==> src/rtl/pipeline_cis_subtractor_pkg.sv <==
// cis_sub_pkg: shared constants, block-width helper and per-stage flag payload.
// Flag payload carries operand MSBs only when PIPELINE_CIS_SUB_OVF_EN is defined.
package cis_sub_pkg;
    localparam int CIS_WIDTH  = 64;
    localparam int CIS_STAGES = 4;
    function automatic int blk_w(input int w, input int s);
        return (s < 1) ? w : w / s;
    endfunction
    typedef struct packed {
        logic c;
`ifdef PIPELINE_CIS_SUB_OVF_EN
        logic a_msb;
        logic b_msb;
`endif
    } cis_flags_t;
endpackage

==> src/rtl/pipeline_cis_subtractor_stage.sv <==
// cis_block_stage: one BW-wide carry-increment select block of a + ~b with its payload register.
module cis_block_stage import cis_sub_pkg::*; #(
    parameter int WIDTH = CIS_WIDTH,
    parameter int BW    = 16,
    parameter int K     = 0
) (
    input  logic             clk,
    input  logic             rst,
    input  logic             en_i,
    input  logic             v_i,
    input  logic [BW-1:0]    a_i,
    input  logic [BW-1:0]    b_i,
    input  logic [WIDTH-1:0] d_i,
    input  cis_flags_t       f_i,
    output logic             v_o,
    output logic [WIDTH-1:0] d_o,
    output cis_flags_t       f_o
);
    logic [BW:0] s0, s1, sel;
    logic [WIDTH-1:0] d_d, d_q;
    cis_flags_t f_d, f_q;
    logic v_q;
    // d_i is zero in this block's slice, so OR-ing the selected sum completes it
    always_comb begin
        s0 = {1'b0, a_i} + {1'b0, ~b_i};
        s1 = s0 + (BW+1)'(1);
        sel = f_i.c ? s1 : s0;
        d_d = d_i | (WIDTH'(sel[BW-1:0]) << (K*BW));
        f_d = f_i;
        f_d.c = sel[BW];
    end
    always_ff @(posedge clk)
        if (rst) begin
            v_q <= 1'b0;
            d_q <= '0;
            f_q <= '0;
        end else if (en_i) begin
            v_q <= v_i;
            d_q <= d_d;
            f_q <= f_d;
        end
    assign v_o = v_q;
    assign d_o = d_q;
    assign f_o = f_q;
endmodule

==> src/rtl/pipeline_cis_subtractor.sv <==
// pipeline_cis_subtractor: pipelined carry-increment diff = a - b - bin with valid/ready stalling.
// Define PIPELINE_CIS_SUB_OVF_EN to produce signed overflow on ovf; otherwise ovf is tied 0.
module pipeline_cis_subtractor import cis_sub_pkg::*; #(
    parameter int WIDTH  = CIS_WIDTH,
    parameter int STAGES = CIS_STAGES
) (
    input  logic             clk,
    input  logic             rst,
    input  logic             in_valid,
    output logic             in_ready,
    input  logic [WIDTH-1:0] a,
    input  logic [WIDTH-1:0] b,
    input  logic             bin,
    output logic             out_valid,
    input  logic             out_ready,
    output logic [WIDTH-1:0] diff,
    output logic             bout,
    output logic             ovf
);
    localparam int BW = blk_w(WIDTH, STAGES);
    if (STAGES < 1 || (WIDTH % ((STAGES < 1) ? 1 : STAGES)) != 0) begin : g_bad
        $error("WIDTH must be a multiple of STAGES and STAGES >= 1");
    end
    logic adv, v_in_q, out_valid_q, bout_q;
    logic [WIDTH-1:0] a_q, b_q, diff_q;
    cis_flags_t f_in_d, f_in_q;
    logic vl [0:STAGES];
    logic [WIDTH-1:0] dl [0:STAGES];
    cis_flags_t fl [0:STAGES];
    assign adv = !out_valid_q || out_ready;
    assign in_ready = adv;
    // carry-in of a + ~b + ~bin is the inverted borrow-in
    always_comb begin
        f_in_d = '0;
        f_in_d.c = ~bin;
`ifdef PIPELINE_CIS_SUB_OVF_EN
        f_in_d.a_msb = a[WIDTH-1];
        f_in_d.b_msb = b[WIDTH-1];
`endif
    end
    always_ff @(posedge clk)
        if (rst) begin
            v_in_q <= 1'b0;
            a_q <= '0;
            b_q <= '0;
            f_in_q <= '0;
        end else if (adv) begin
            v_in_q <= in_valid;
            a_q <= a;
            b_q <= b;
            f_in_q <= f_in_d;
        end
    assign vl[0] = v_in_q;
    assign dl[0] = '0;
    assign fl[0] = f_in_q;
    // each level keeps only the operand bits not yet consumed by earlier blocks
    for (genvar k = 0; k < STAGES; k++) begin : g
        localparam int PW = WIDTH - k*BW;
        logic [PW-1:0] pa_q, pb_q;
        if (k == 0) begin : g_first
            assign pa_q = a_q;
            assign pb_q = b_q;
        end else begin : g_next
            always_ff @(posedge clk)
                if (rst) begin
                    pa_q <= '0;
                    pb_q <= '0;
                end else if (adv) begin
                    pa_q <= g[k-1].pa_q[PW+BW-1:BW];
                    pb_q <= g[k-1].pb_q[PW+BW-1:BW];
                end
        end
        cis_block_stage #(.WIDTH(WIDTH), .BW(BW), .K(k)) u_stage (
            .clk  (clk),
            .rst  (rst),
            .en_i (adv),
            .v_i  (vl[k]),
            .a_i  (pa_q[BW-1:0]),
            .b_i  (pb_q[BW-1:0]),
            .d_i  (dl[k]),
            .f_i  (fl[k]),
            .v_o  (vl[k+1]),
            .d_o  (dl[k+1]),
            .f_o  (fl[k+1])
        );
    end
    always_ff @(posedge clk)
        if (rst) begin
            out_valid_q <= 1'b0;
            diff_q <= '0;
            bout_q <= 1'b0;
        end else if (adv) begin
            out_valid_q <= vl[STAGES];
            diff_q <= dl[STAGES];
            bout_q <= ~fl[STAGES].c;
        end
`ifdef PIPELINE_CIS_SUB_OVF_EN
    logic ovf_q;
    always_ff @(posedge clk)
        if (rst) ovf_q <= 1'b0;
        else if (adv) ovf_q <= (fl[STAGES].a_msb != fl[STAGES].b_msb) && (dl[STAGES][WIDTH-1] != fl[STAGES].a_msb);
    assign ovf = ovf_q;
`else
    assign ovf = 1'b0;
`endif
    assign out_valid = out_valid_q;
    assign diff = diff_q;
    assign bout = bout_q;
endmodule

==> config.mk <==
export PLATFORM = sky130hd
export DESIGN_NAME = pipeline_cis_subtractor
export DESIGN_NICKNAME = d
export VERILOG_FILES = /design/src/rtl/pipeline_cis_subtractor_pkg.sv /design/src/rtl/pipeline_cis_subtractor_stage.sv /design/src/rtl/pipeline_cis_subtractor.sv
export SDC_FILE = /design/constraint.sdc
export NUM_CORES = 1
export LEC_CHECK = 0
export CAP_MARGIN = 20
export CORE_MARGIN = 1.5
export CORE_UTILIZATION = 63
export CTS_CLUSTER_SIZE = 16
export DETAILED_ROUTE_END_ITERATION = 10
export DONT_BUFFER_PORTS = 1
export PLACE_DENSITY = 0.88
export SETUP_SLACK_MARGIN = 0.02
export SYNTH_ARGS = -nofsm -noshare
export SYNTH_HDL_FRONTEND = slang
export SYNTH_SLANG_ARGS = --single-unit
==> constraint.sdc <==
create_clock -name clk -period 4.04 [get_ports clk]
set_input_delay 0.404 -clock clk [delete_from_list [all_inputs] [get_ports clk]]
set_output_delay 0.404 -clock clk [all_outputs]
set_load 0.05 [all_outputs]
==> reports/results.tsv <==
metric	value	unit
start_util	63.9	%
synthTopCellsByArea	dfxtp_1, nand2_1, a21oi_1, ha_1, clkbuf_1	
cap_viol_max_count	0	
dpl_worst_slack	0.533	ns
setup_viol	0	
vdd_ir_drop_max	0.366	mV
io_buffers	0	
final.setup.tns	0	ns
pin_count	201	
crit_type	flip-flop to flip-flop	
drtAntennaViolNets	0	
synth_area_per_cell	7.73	um2
routedWlPerCell	16.7	um
synth-seq-cells	556	
hold_viol_final	0	
p_leak	12.2	nW
startpoint	g[3].pa_q[0]$_SDFFE_PP0P_	
synth_flop_cell	dfxtp_1	
gp_congestion	0.853	
grt_setup_unrepaired	false	
cts_sinks	556	
r2r_slack	0.32	ns
ys_async_sr_fraction	0	%
antenna_found_initial	5	
root_buffer	clkbuf_16	
skew	0.0155	ns
cp.required	4.57	ns
netlist_area	0.0234	mm2
dp_hpwl	32.3	mm
start_kind	flip-flop	
ys_seq_area_share	47.6	%
layout_common_cells	nand2_1, dfxtp_1, a21oi_1	
netlist_instances	3028	
r2r-end	g[3].u_stage.d_o[63]$_SDFFE_PP0P_	
critPathMaxFanout	4	
r2r_start	g[3].pa_q[0]$_SDFFE_PP0P_	
drc	0	
vias	22100	
grt_pass1_wl	104	mm
worst-r2r-cell-count	13	
path_clk_slew	0.06	ns
cts_tree	done	
cp_cell_sequence	ha_1 -> inv_1 -> fa_1 -> nor2b_1 -> o21a_1 -> o21a_1 -> o21ai_0 -> a2111oi_2 -> nand4_1 -> nor4b_1 -> xnor2_1 -> a211oi_1 -> dlygate4sd3_1	
hold_path_class	input pin to flip-flop	
cts_made_buffers	53	
fin_ws	0.323	ns
clk_path_buf_depth	3	
drv_slew	0	
die_w	196	um
power_density	433	mW/mm2
synth_fp_nets	3233	
num_rows	70	
critPathCaptureType	flip-flop	
cp.depth	13	
yosysTopAreaCell	dfxtp_1	
outcome	finished, final reports clean	
layout-drive-gt1-share	3.53	%
ys_types	76	
die_y	196	um
mostFrequentLayoutCell	nand2_1	
timing.critical_path.buf_inv	2	
endpoint	g[3].u_stage.d_o[63]$_SDFFE_PP0P_	
overflow	0	
area_growth	26.3	%
tightest_slew	1.14	ns
nets	3542	
arrival	4.24	ns
cp_slowest_stage_delay	0.59	ns
grt_usage	32.9	%
drt_pass1_iterations	6	
clk_latency	0.60	ns
cp_top_family	compound AO/OA/AOI/OAI gates	
ys_warn_count	0	
finalCritPeriodShare	92.0	%
yosysTopAreaCellShare	47.6	%
crit_slowest_cell	dlygate4sd3_1	
first_global_vias	21400	
grt_max_degree	327	
die_area	0.0383	mm2
first_iter_violations	1828	
maxSlewHeadroom	24.1	%
wl	64.3	mm
core	0.0366	mm2
period_needed	3.72	ns
max_freq	0.269	GHz
via_per_inst	5.75	
critPathMostFrequentCell	o21a_1	
cts_max_level	2	
synth_edf_count	0	
-- layout make-up --
class                   instances  area, um2
repair buffers                444       4520
clock buffers                  77       1580
well taps                     468        586
fillers                      2240       7060
diodes                          4       10.0
flip-flops and latches        556      11100
multi-input cells            2185      11200
inverters                      97        372
clock inverters                15        168
-- what timing repair did --
| action | 4_1_cts | 5_1_grt |
|---|---|---|
| endpoints found under the hold margin | 541 | 0 |
| endpoints found under the setup margin | 0 | 1 |
| hold buffers | 434 | 0 |
| gates resized for setup | 0 | 2 |
| buffers inserted | 0 | 0 |
-- cells by family (layout without fill, tap and decap cells) --
| kind of cell | count (synthesis) | after routing | share of synthesized area (%) |
|---|---|---|---|
| xor gates and xnor gates | 92 | 92 | 3.48 |
| other | 1 | 5 | 0.0160 |
| DFF | 556 | 556 | 47.6 |
| AOI/OAI and AO/OA | 728 | 728 | 17.8 |
| muxes | 3 | 3 | 0.128 |
| and+or+nand+nor | 1289 | 1289 | 22.4 |
| buffers and inverters | 287 | 633 | 4.68 |
| adders and majority gates | 72 | 72 | 3.98 |
-- synthesized netlist by cell type, types with 6 or more instances --
cell	instances
a211oi_1	60
a21o_1	16
a21oi_1	522
a311oi_1	7
a31oi_1	9
clkbuf_1	182
dfxtp_1	556
ha_1	68
inv_1	96
nand2_1	1019
nand2b_1	6
nand3_1	24
nand4_1	10
nor2_1	121
nor2b_1	13
nor3_1	32
nor4_1	6
o211ai_1	13
o21a_1	12
o21ai_0	31
or2_2	7
or3_1	9
xnor2_1	57
xor2_1	34
-- flip-flops by register name (all words and copies together), names as in the netlist --
| name | cells |
|---|---|
| v_in_q | 1 |
| out_valid | 1 |
| g.u_stage.d_o | 160 |
| g.pa_q | 96 |
| b_q | 64 |
| f_in_q | 1 |
| g.u_stage.v_o | 4 |
| a_q | 64 |
| g.pb_q | 96 |
| g.u_stage.f_o | 4 |
| diff | 64 |
| bout | 1 |
-- power breakdown --
group          switching [W]  leakage [nW]  internal, W
sequential          0.000331          4.58      0.00583
combinational       0.000817          6.74     0.000808
clock                0.00213         0.871      0.00289
-- worst register-to-register path: stages, from the launching register on --
cell and delay (ns):
dfxtp_1 0.35, ha_1 0.18, inv_1 0.05, fa_1 0.41
nor2b_1 0.13, o21a_1 0.19, o21a_1 0.16, o21ai_0 0.19
a2111oi_2 0.44, nand4_1 0.21, nor4b_1 0.41, xnor2_1 0.11
a211oi_1 0.25, dlygate4sd3_1 0.59
-- routing by layer --
metal  GRT usage (%)  vias to the layer above  part of all wire (%)
li1                -                    10700                     -
met1            42.6                    10300                    42
met2            54.6                      932                    47
met3            5.21                      206                   7.2
met4            14.6                        0                   3.9
met5               0                        -                     0
-- stage by stage --
step	cells	cell area (um2)	hold WS, ns	utilization, %	total power [W]
6_report	3846	29600	0.0286	80.7	0.0128
5_1_grt	3846	29600	0.0289	80.7	0.0132
4_1_cts	3842	29500	0.00527	80.7	0.0127
3_5_place_dp	3316	23400	0.441	64.0	0.00742
3_3_place_gp	3316	23400	0.432	64.0	0.00737
2_1_floorplan	3028	23400	0.414	-	0.00720
-- worst min-delay path by stage --
stage	slack (ns)	from	cells after the start	to
final	0.03	a[61]	2	a_q[61]$_SDFFE_PP0P_
after global routing	0.03	a[61]	2	a_q[61]$_SDFFE_PP0P_
after CTS	0.005	a[59]	2	a_q[59]$_SDFFE_PP0P_
after detailed placement	0.44	g[3].u_stage.d_o[15]$_SDFFE_PP0P_	2	diff[15]$_SDFFE_PP0P_
after global placement	0.43	g[3].u_stage.f_o$_SDFFE_PP0P_	1	bout$_SDFFE_PP0P_
after floorplan	0.41	g[3].u_stage.f_o$_SDFFE_PP0P_	1	bout$_SDFFE_PP0P_
(Power assumes the default switching activity.)
